`config.mk`:
```
export PLATFORM = sky130hd
export DESIGN_NAME = cache_maint_sequencer
export DESIGN_NICKNAME = d
export VERILOG_FILES = /design/src/rtl/cache_maint_sequencer.sv
export SDC_FILE = /design/constraint.sdc
export NUM_CORES = 1
export LEC_CHECK = 0
export CORE_MARGIN = 3
export CORE_UTILIZATION = 25
export CTS_CLUSTER_DIAMETER = 80
export DETAILED_ROUTE_END_ITERATION = 8
export PLACE_DENSITY_LB_ADDON = 0.25
export SYNTH_ARGS = -nofsm -noshare
export SYNTH_HDL_FRONTEND = slang
export SYNTH_SLANG_ARGS = --single-unit
```
`constraint.sdc`:
```
create_clock -name CLK -period 1.8 [get_ports CLK]
set_clock_uncertainty 0.2 [all_clocks]
set_input_delay 0.27 -clock CLK [delete_from_list [all_inputs] [get_ports CLK]]
set_output_delay 0.27 -clock CLK [all_outputs]
set_load 0.005 [all_outputs]
```
`src/rtl/cache_maint_sequencer.sv`:
```
// Cache maintenance sequencer: runs FENCE.I / D-flush / I-clear / full writeback-invalidate
// sequences against the L1 control handshakes, with a per-phase watchdog.
module cache_maint_sequencer #(
   parameter int unsigned TIMEOUT_CYCLES = 1024,
   parameter int unsigned CNT_W          = (TIMEOUT_CYCLES == 0) ? 1 : $clog2(TIMEOUT_CYCLES + 1)
) (
   input  logic       CLK,
   input  logic       RST,
   input  logic       req_valid,
   input  logic [1:0] req_op,
   output logic       req_ready,
   output logic       resp_valid,
   output logic       resp_error,
   output logic       busy,
   output logic       dcache_flush,
   output logic       dcache_clear,
   output logic       icache_clear,
   input  logic       dflush_done,
   input  logic       dclear_done,
   input  logic       iclear_done
);

   typedef enum logic [2:0] {
      StIdle,
      StDFlush,
      StDClear,
      StIClear,
      StResp
   } state_e;

   localparam logic [1:0] OpFenceI = 2'd0;
   localparam logic [1:0] OpDFlush = 2'd1;
   localparam logic [1:0] OpIClear = 2'd2;
   localparam logic [1:0] OpFull   = 2'd3;

   localparam bit             WdogEn  = (TIMEOUT_CYCLES != 0);
   localparam logic [CNT_W-1:0] CntLast = WdogEn ? CNT_W'(TIMEOUT_CYCLES - 1) : '0;
   localparam logic [CNT_W-1:0] CntMax  = '1;

   state_e           state_q, state_d;
   logic [1:0]       op_q, op_d;
   logic [CNT_W-1:0] cnt_q, cnt_d;
   logic             err_q, err_d;
   logic             phase_done;
   logic             timeout;

   always_ff @(posedge CLK or posedge RST) begin
      if (RST) begin
         state_q <= StIdle;
         op_q    <= 2'd0;
         cnt_q   <= '0;
         err_q   <= 1'b0;
      end else begin
         state_q <= state_d;
         op_q    <= op_d;
         cnt_q   <= cnt_d;
         err_q   <= err_d;
      end
   end

   // Only the done belonging to the current phase is ever looked at.
   always_comb begin
      phase_done = 1'b0;
      unique case (state_q)
         StDFlush: phase_done = dflush_done;
         StDClear: phase_done = dclear_done;
         StIClear: phase_done = iclear_done;
         default:  phase_done = 1'b0;
      endcase
   end

   assign timeout = WdogEn && !phase_done && (cnt_q == CntLast);

   always_comb begin
      state_d = state_q;
      op_d    = op_q;
      cnt_d   = cnt_q;
      err_d   = err_q;
      unique case (state_q)
         StIdle: begin
            if (req_valid) begin
               op_d    = req_op;
               cnt_d   = '0;
               err_d   = 1'b0;
               state_d = (req_op == OpIClear) ? StIClear : StDFlush;
            end
         end
         StDFlush, StDClear, StIClear: begin
            if (phase_done) begin
               cnt_d = '0;
               if (state_q == StDFlush) begin
                  unique case (op_q)
                     OpFenceI: state_d = StIClear;
                     OpFull:   state_d = StDClear;
                     OpDFlush: state_d = StResp;
                     default:  state_d = StResp;
                  endcase
               end else if (state_q == StDClear) begin
                  state_d = StIClear;
               end else begin
                  state_d = StResp;
               end
            end else if (timeout) begin
               // Abandon the rest of the sequence and report the failure.
               state_d = StResp;
               err_d   = 1'b1;
            end else if (cnt_q != CntMax) begin
               cnt_d = cnt_q + 1'b1;
            end
         end
         StResp: begin
            state_d = StIdle;
            err_d   = 1'b0;
         end
         default: state_d = StIdle;
      endcase
   end

   always_comb begin
      req_ready    = (state_q == StIdle);
      busy         = (state_q != StIdle);
      resp_valid   = (state_q == StResp);
      resp_error   = (state_q == StResp) && err_q;
      dcache_flush = (state_q == StDFlush);
      dcache_clear = (state_q == StDClear);
      icache_clear = (state_q == StIClear);
   end

endmodule

```
==> results.json, run 1 <==
{
  "power_uw": 2680,
  "avgViaCountPerCell": 5.09,
  "dr.first_iter.drc_count": 40,
  "io_buffers": 14,
  "die_w_um": 71.4,
  "p_leak_uw": 0.000826,
  "crit_type": "flop to primary output",
  "period_share_pct": 103,
  "first_pass_iters": 4,
  "initial_core_util_pct": 26.4,
  "synth-edff-count": 0,
  "ys_types": 40,
  "nNetsFinal": 190,
  "postLayoutCoreUtil_pct": 44.1,
  "cts_root_buffer": "clkbuf_8",
  "slew_viol_final": 0,
  "synthesis.area_um2": 1070,
  "setup_viol": 8,
  "finalSetupTns_ps": -194,
  "drive_above_1_share_pct": 50.3,
  "die_area_um2": 5100,
  "yosys_warnings": 0,
  "antennaDiodeCount": 0,
  "overflow": 0,
  "finalWorstSetupSlack_ps": -61.8,
  "avgSynthCellArea_um2": 9.07,
  "syn_inst": 118,
  "rsz0062_at_grt": "yes",
  "worstPathArrival_ps": 1390,
  "drtAntennaViolNets": 0,
  "violations": "negative setup slack",
  "timing.slew.headroom_pct": 77.0,
  "p_seq_share_pct": 20.4,
  "clock_latency_ps": 260,
  "endpoint_kind": "primary output",
  "hold_buffers": 0,
  "critPathMaxFanout": 3,
  "grt_first_pass_wirelength_um": 5440,
  "powerDensity_nw_per_um2": 1500,
  "dp_cells": 207,
  "area_growth_pct": 67.1,
  "core-area_um2": 4060,
  "clkPwrFrac_pct": 11.3,
  "clkSinkCount": 17,
  "drc": 0,
  "path_clk_slew_ps": 70,
  "cts_tree": "done",
  "track_usage_pct": 13.4,
  "p_comb_share_pct": 68.3,
  "yosys_most_used_dff": "dfrtp_1",
  "io-pin-count": 15,
  "place_congestion": 0.804,
  "period_minus_slack_ps": 1860,
  "vias": 1166,
  "internal-power_uw": 1660,
  "p_sw_uw": 1020,
  "swShare_pct": 38.1,
  "critPathRequiredTime_ps": 1330,
  "ys_seq_area_share_pct": 39.8,
  "totalWireLength_um": 3520,
  "cts_buffers": 3,
  "fin_cells": 229,
  "dp.final_hpwl_um": 2170,
  "crit_path_start_kind": "flop",
  "cts_buffer_depth": 2,
  "routedWlPerCell_um": 15.3,
  "max_freq_ghz": 0.537,
  "synth_top_area_share_pct": 39.8,
  "grt_pass1_vias": 1219,
  "synthTopCellsByArea": "dfrtp_1, a31oi_1, and2_1",
  "rows": 23,
  "synth_top_cell_by_area": "dfrtp_1",
  "grt_max_degree": 18,
  "hold_viol": 0,
  "async_reset_ff_share_pct": 100,
  "n_fill_cell": 379,
  "r2r_cells": 5,
  "min_path_type": "input port to async pin",
  "htree_num_levels": 1,
  "syn_nets": 128,
  "die_y_um": 71.4,
  "maxCapViolations": 0,
  "antenna_found_initial": 0,
  "vdd_ir_drop_max_mv": 0.389,
  "dpl_worst_slack_ps": -239,
  "status": "complete, but fails checks",
  "ys_seq_elements": 17,
  "tightest_slew_ps": 346
}
[state kept, by name, summed over array words and instances (netlist names)]
register,cells
cnt_q,11
state_q,3
op_q,2
err_q,1
[final timing paths]
path                              end  slack (ps)       start
min in group CLK              op_q[0]         280     op_q[0]
hold reg to reg               op_q[0]         280     op_q[0]
max in group asynchronous  state_q[1]        1060         RST
setup reg to reg             cnt_q[3]         -60  state_q[1]
setup / recovery                 busy         -60  state_q[2]
hold / removal             state_q[0]         130         RST
[critical path: stages, from the launching register on]
cell and delay [ps]:
dfrtp_2 420, buf_4 140, buf_4 130, nor3_2 140, buf_4 140, inv_1 50, clkbuf_2 110
[routing by layer]
metal	vias to the layer above	GRT usage, %	wire [um]
met2	25	24.0	1770
met4	0	5.43	53
met1	570	15.7	1580
met5	-	0	0
met3	5	2.10	107
li1	566	-	-
[cell usage after synthesis, types with 3 or more instances]
cell,instances
and4_1,3
dfrtp_1,17
and2_1,5
nor2_1,7
a21oi_1,6
o21ai_0,6
nand3_1,5
nor3_1,5
nand4_1,3
a21o_1,3
nor2b_1,4
clkbuf_1,4
inv_1,6
nand2_1,6
a31oi_1,7
[cells by family after synthesis]
kind of cell	Yosys count	synth area share (%)
flip-flops	17	39.8
adder cells (fa/ha/maj)	2	2.34
AO/OA/AOI/OAI	32	19.8
multiplexers	2	1.99
AND/OR/NAND/NOR	52	29.8
buffers and inverters	13	6.32
[cell usage in the layout (no fill, tap or decap), drive strengths merged, types with 7 or more instances in the layout]
cell            n
clkdlybuf4s50   7
a31oi           7
buf            49
dfrtp          17
nor2            7
clkbuf         10
[per-stage QoR]
step,hold slack (ps),cell area (um2)
final,127,1790
after global routing,162,1790
after global placement,273,1470
after CTS,131,1660
after floorplan,-3.93,1080
after detailed placement,271,1470
[power groups by stage]
stage	Sequential, uW	Clock, uW	Combinational, uW
2_1_floorplan	530	0	610
5_1_grt	558	324	1990
4_1_cts	567	315	1470
3_5_place_dp	565	0	1180
3_3_place_gp	565	0	1170
6_report	547	302	1830
[layout make-up]
| class | count | area [um2] | share of cell area (%) |
|---|---|---|---|
| clock buffers | 4 | 45.0 | 2.52 |
| inverters | 6 | 22.5 | 1.26 |
| multi-input cells | 89 | 728 | 40.7 |
| flip-flops and latches | 17 | 429 | 24.0 |
| well taps | 50 | 62.6 | 3.50 |
| repair buffers | 63 | 500 | 28.0 |
[repair_timing]
action                                  4_1_cts  5_1_grt
cloned                                        0        1
endpoints found under the setup margin       18       19
gates resized for setup                      28       36
setup buffers                                11        7
pin swaps                                     4        7
No activity file was read; power rests on OpenSTA's default activity.
==> run 2, diff against run 1 <==
--- a/config.mk
+++ b/config.mk
@@ -5,6 +5,7 @@
 export SDC_FILE = /design/constraint.sdc
 export NUM_CORES = 1
 export LEC_CHECK = 0
+export CORE_ASPECT_RATIO = 1.1
 export CORE_MARGIN = 3
 export CORE_UTILIZATION = 25
 export CTS_CLUSTER_DIAMETER = 80
==> run 2 against run 1 <==
The run still ends with negative setup slack left. Via count rose by 0.60%. Non-clock buffer count up 2. Design area is 0.21% higher. Die area is essentially flat. Total power about the same. Worst hold slack gained 5.4 ps. Largest cell class unchanged. Largest power group unchanged. Highest routed layer unchanged.
==> results.json, run 2 (synthesis results as in run 1) <==
{
  "status": "complete, but fails checks",
  "violations": "negative setup slack",
  "max_freq_ghz": 0.544,
  "antenna_found_initial": 0,
  "vias": 1173,
  "seq_area_um2": 429,
  "cts_buffers": 3,
  "cts_root_buffer": "clkbuf_8",
  "period_minus_slack_ps": 1840,
  "finalWorstSetupSlack_ps": -39.9,
  "hold_buffers": 0,
  "nNetsFinal": 191,
  "powerDensity_nw_per_um2": 1500,
  "min_path_type": "input port to async pin",
  "final_cell_mix": "buf_4, dfrtp_1, buf_6",
  "clkSinkCount": 17,
  "multi_input_area_um2": 701,
  "crit_type": "flop to flop",
  "crit_chain": "buf_6 > mux2i_4 > a21o_1 > buf_6 > and4_1 > a31o_2",
  "io-pin-count": 15,
  "path_clk_slew_ps": 70,
  "ff2ff_setup_slack_ps": -40,
  "grt_max_degree": 18,
  "critPathMaxFanout": 7,
  "tightest_slew_ps": 270,
  "critPathRequiredTime_ps": 1750,
  "die_area_um2": 5100,
  "grt_first_pass_wirelength_um": 5280,
  "worstPathArrival_ps": 1790,
  "grt_pass1_vias": 1170,
  "n_fill_cell": 380,
  "largest-register": "cnt_q",
  "rows": 24,
  "totalWireLength_um": 3370,
  "place_congestion": 0.882,
  "postLayoutCoreUtil_pct": 44.2,
  "die_w_um": 68.4,
  "dp.final_hpwl_um": 2250,
  "dp_cells": 209,
  "p_leak_uw": 0.000842,
  "initial_core_util_pct": 26.4,
  "reg_top3": "cnt_q x11, state_q x3, op_q x2",
  "drtAntennaViolNets": 0,
  "reg2reg_from": "state_q[1]",
  "fin_cells": 232,
  "dpl_worst_slack_ps": -198,
  "first_pass_iters": 4,
  "overflow": 0,
  "r2r_end": "cnt_q[4]",
  "crit_path_start_kind": "flop",
  "maxCapViolations": 0,
  "io_buffers": 14,
  "crit_top_cell": "buf_6",
  "routedWlPerCell_um": 14.5,
  "htree_num_levels": 1,
  "rsz0062_at_grt": "yes",
  "max_stage_delay_ps": 460,
  "period_share_pct": 102,
  "timing.slew.headroom_pct": 82.0,
  "core-area_um2": 4050,
  "slew_viol_final": 0,
  "die_y_um": 74.6,
  "clock_latency_ps": 250,
  "drive_above_1_share_pct": 48.3,
  "endpoint_kind": "flop",
  "cts_tree": "done",
  "avgViaCountPerCell": 5.06,
  "area_growth_pct": 67.5,
  "track_usage_pct": 13.6,
  "dr.first_iter.drc_count": 36,
  "final_common_cell": "buf_4",
  "setup_viol": 2,
  "vdd_ir_drop_max_mv": 0.457,
  "crit_slowest_cell": "dfrtp_2",
  "hold_viol": 0,
  "antennaDiodeCount": 0,
  "largest_register_ffs": 11,
  "r2r_cells": 6,
  "cts_buffer_depth": 2,
  "drc": 0
}
[run 2: cell count changes in the layout (fill, tap and decap cells not counted), sizes merged]
| cell | previous run | this run |
|---|---|---|
| buf | 49 | 51 |
| dlygate4sd2 | 0 | 2 |
| a21o | 4 | 3 |
| clkbuf | 10 | 9 |
| clkdlybuf4s15 | 1 | 0 |
[run 2: cell type report]
cell class	count	area share [%]
multi-input combinational	88	39.1
tap	52	3.63
inverter	6	1.26
sequential	17	24.0
timing repair buffer	65	29.5
clock buffer	4	2.51
[run 2: power breakdown]
| part | internal (uW) | total, uW | switching [uW] |
|---|---|---|---|
| registers | 476 | 553 | 77.2 |
| clock network | 157 | 295 | 137 |
| logic | 1070 | 1830 | 767 |
[run 2: worst max-delay path by stage]
stage                     start  endpoint  slack, ps  depth (start not counted)
finish               state_q[1]  cnt_q[4]        -40                          6
global route         state_q[1]  cnt_q[4]        -90                          6
CTS                  state_q[0]  cnt_q[4]        -40                          7
detailed placement  dclear_done  cnt_q[3]       -200                          5
global placement    dclear_done  cnt_q[3]       -160                          5
floorplan              cnt_q[0]  cnt_q[3]          3                          6
[run 2: through the flow]
stage / setup TNS [ps] / area (um2) / total power (uW) / hold slack [ps]
after floorplan: 0 / 1080 / 1140 / -3.93
after global placement: -1500 / 1470 / 1730 / 272
after detailed placement: -1760 / 1470 / 1750 / 273
after CTS: -94.6 / 1690 / 2410 / 134
after global routing: -445 / 1790 / 2860 / 176
final: -47.0 / 1790 / 2680 / 132
[run 2: worst max-delay path: cells and delay by family (launching register included)]
| family | cells | cell delay (ps) |
|---|---|---|
| flip-flops | 1 | 460 |
| buffers and inverters | 2 | 290 |
| AND/OR/NAND/NOR | 1 | 170 |
| multiplexers | 1 | 190 |
| AO/OA/AOI/OAI | 2 | 420 |
[run 2: timing repair]
| action | 4_1_cts | 5_1_grt |
|---|---|---|
| endpoints found under the setup margin | 12 | 20 |
| setup buffers | 13 | 6 |
| resized for setup | 30 | 26 |
| pin swaps | 6 | 8 |
[run 2: metal layers]
layer / routed length, um / share of wire, % / GRT usage, %
met2: 1820 / 54 / 25.7
met5: 0 / 0 / 0
met1: 1340 / 40 / 15.2
met3: 178 / 5.3 / 1.96
met4: 31 / 0.92 / 4.64
==> run 3, diff against run 2 <==
--- a/config.mk
+++ b/config.mk
@@ -5,6 +5,8 @@
 export SDC_FILE = /design/constraint.sdc
 export NUM_CORES = 1
 export LEC_CHECK = 0
+export ABC_AREA = 0
+export ABC_CLOCK_PERIOD_IN_PS = 1800
 export CORE_ASPECT_RATIO = 1.1
 export CORE_MARGIN = 3
 export CORE_UTILIZATION = 25
==> results of run 3 <==
Final layout, timing and power as in run 2 (identical DEF).
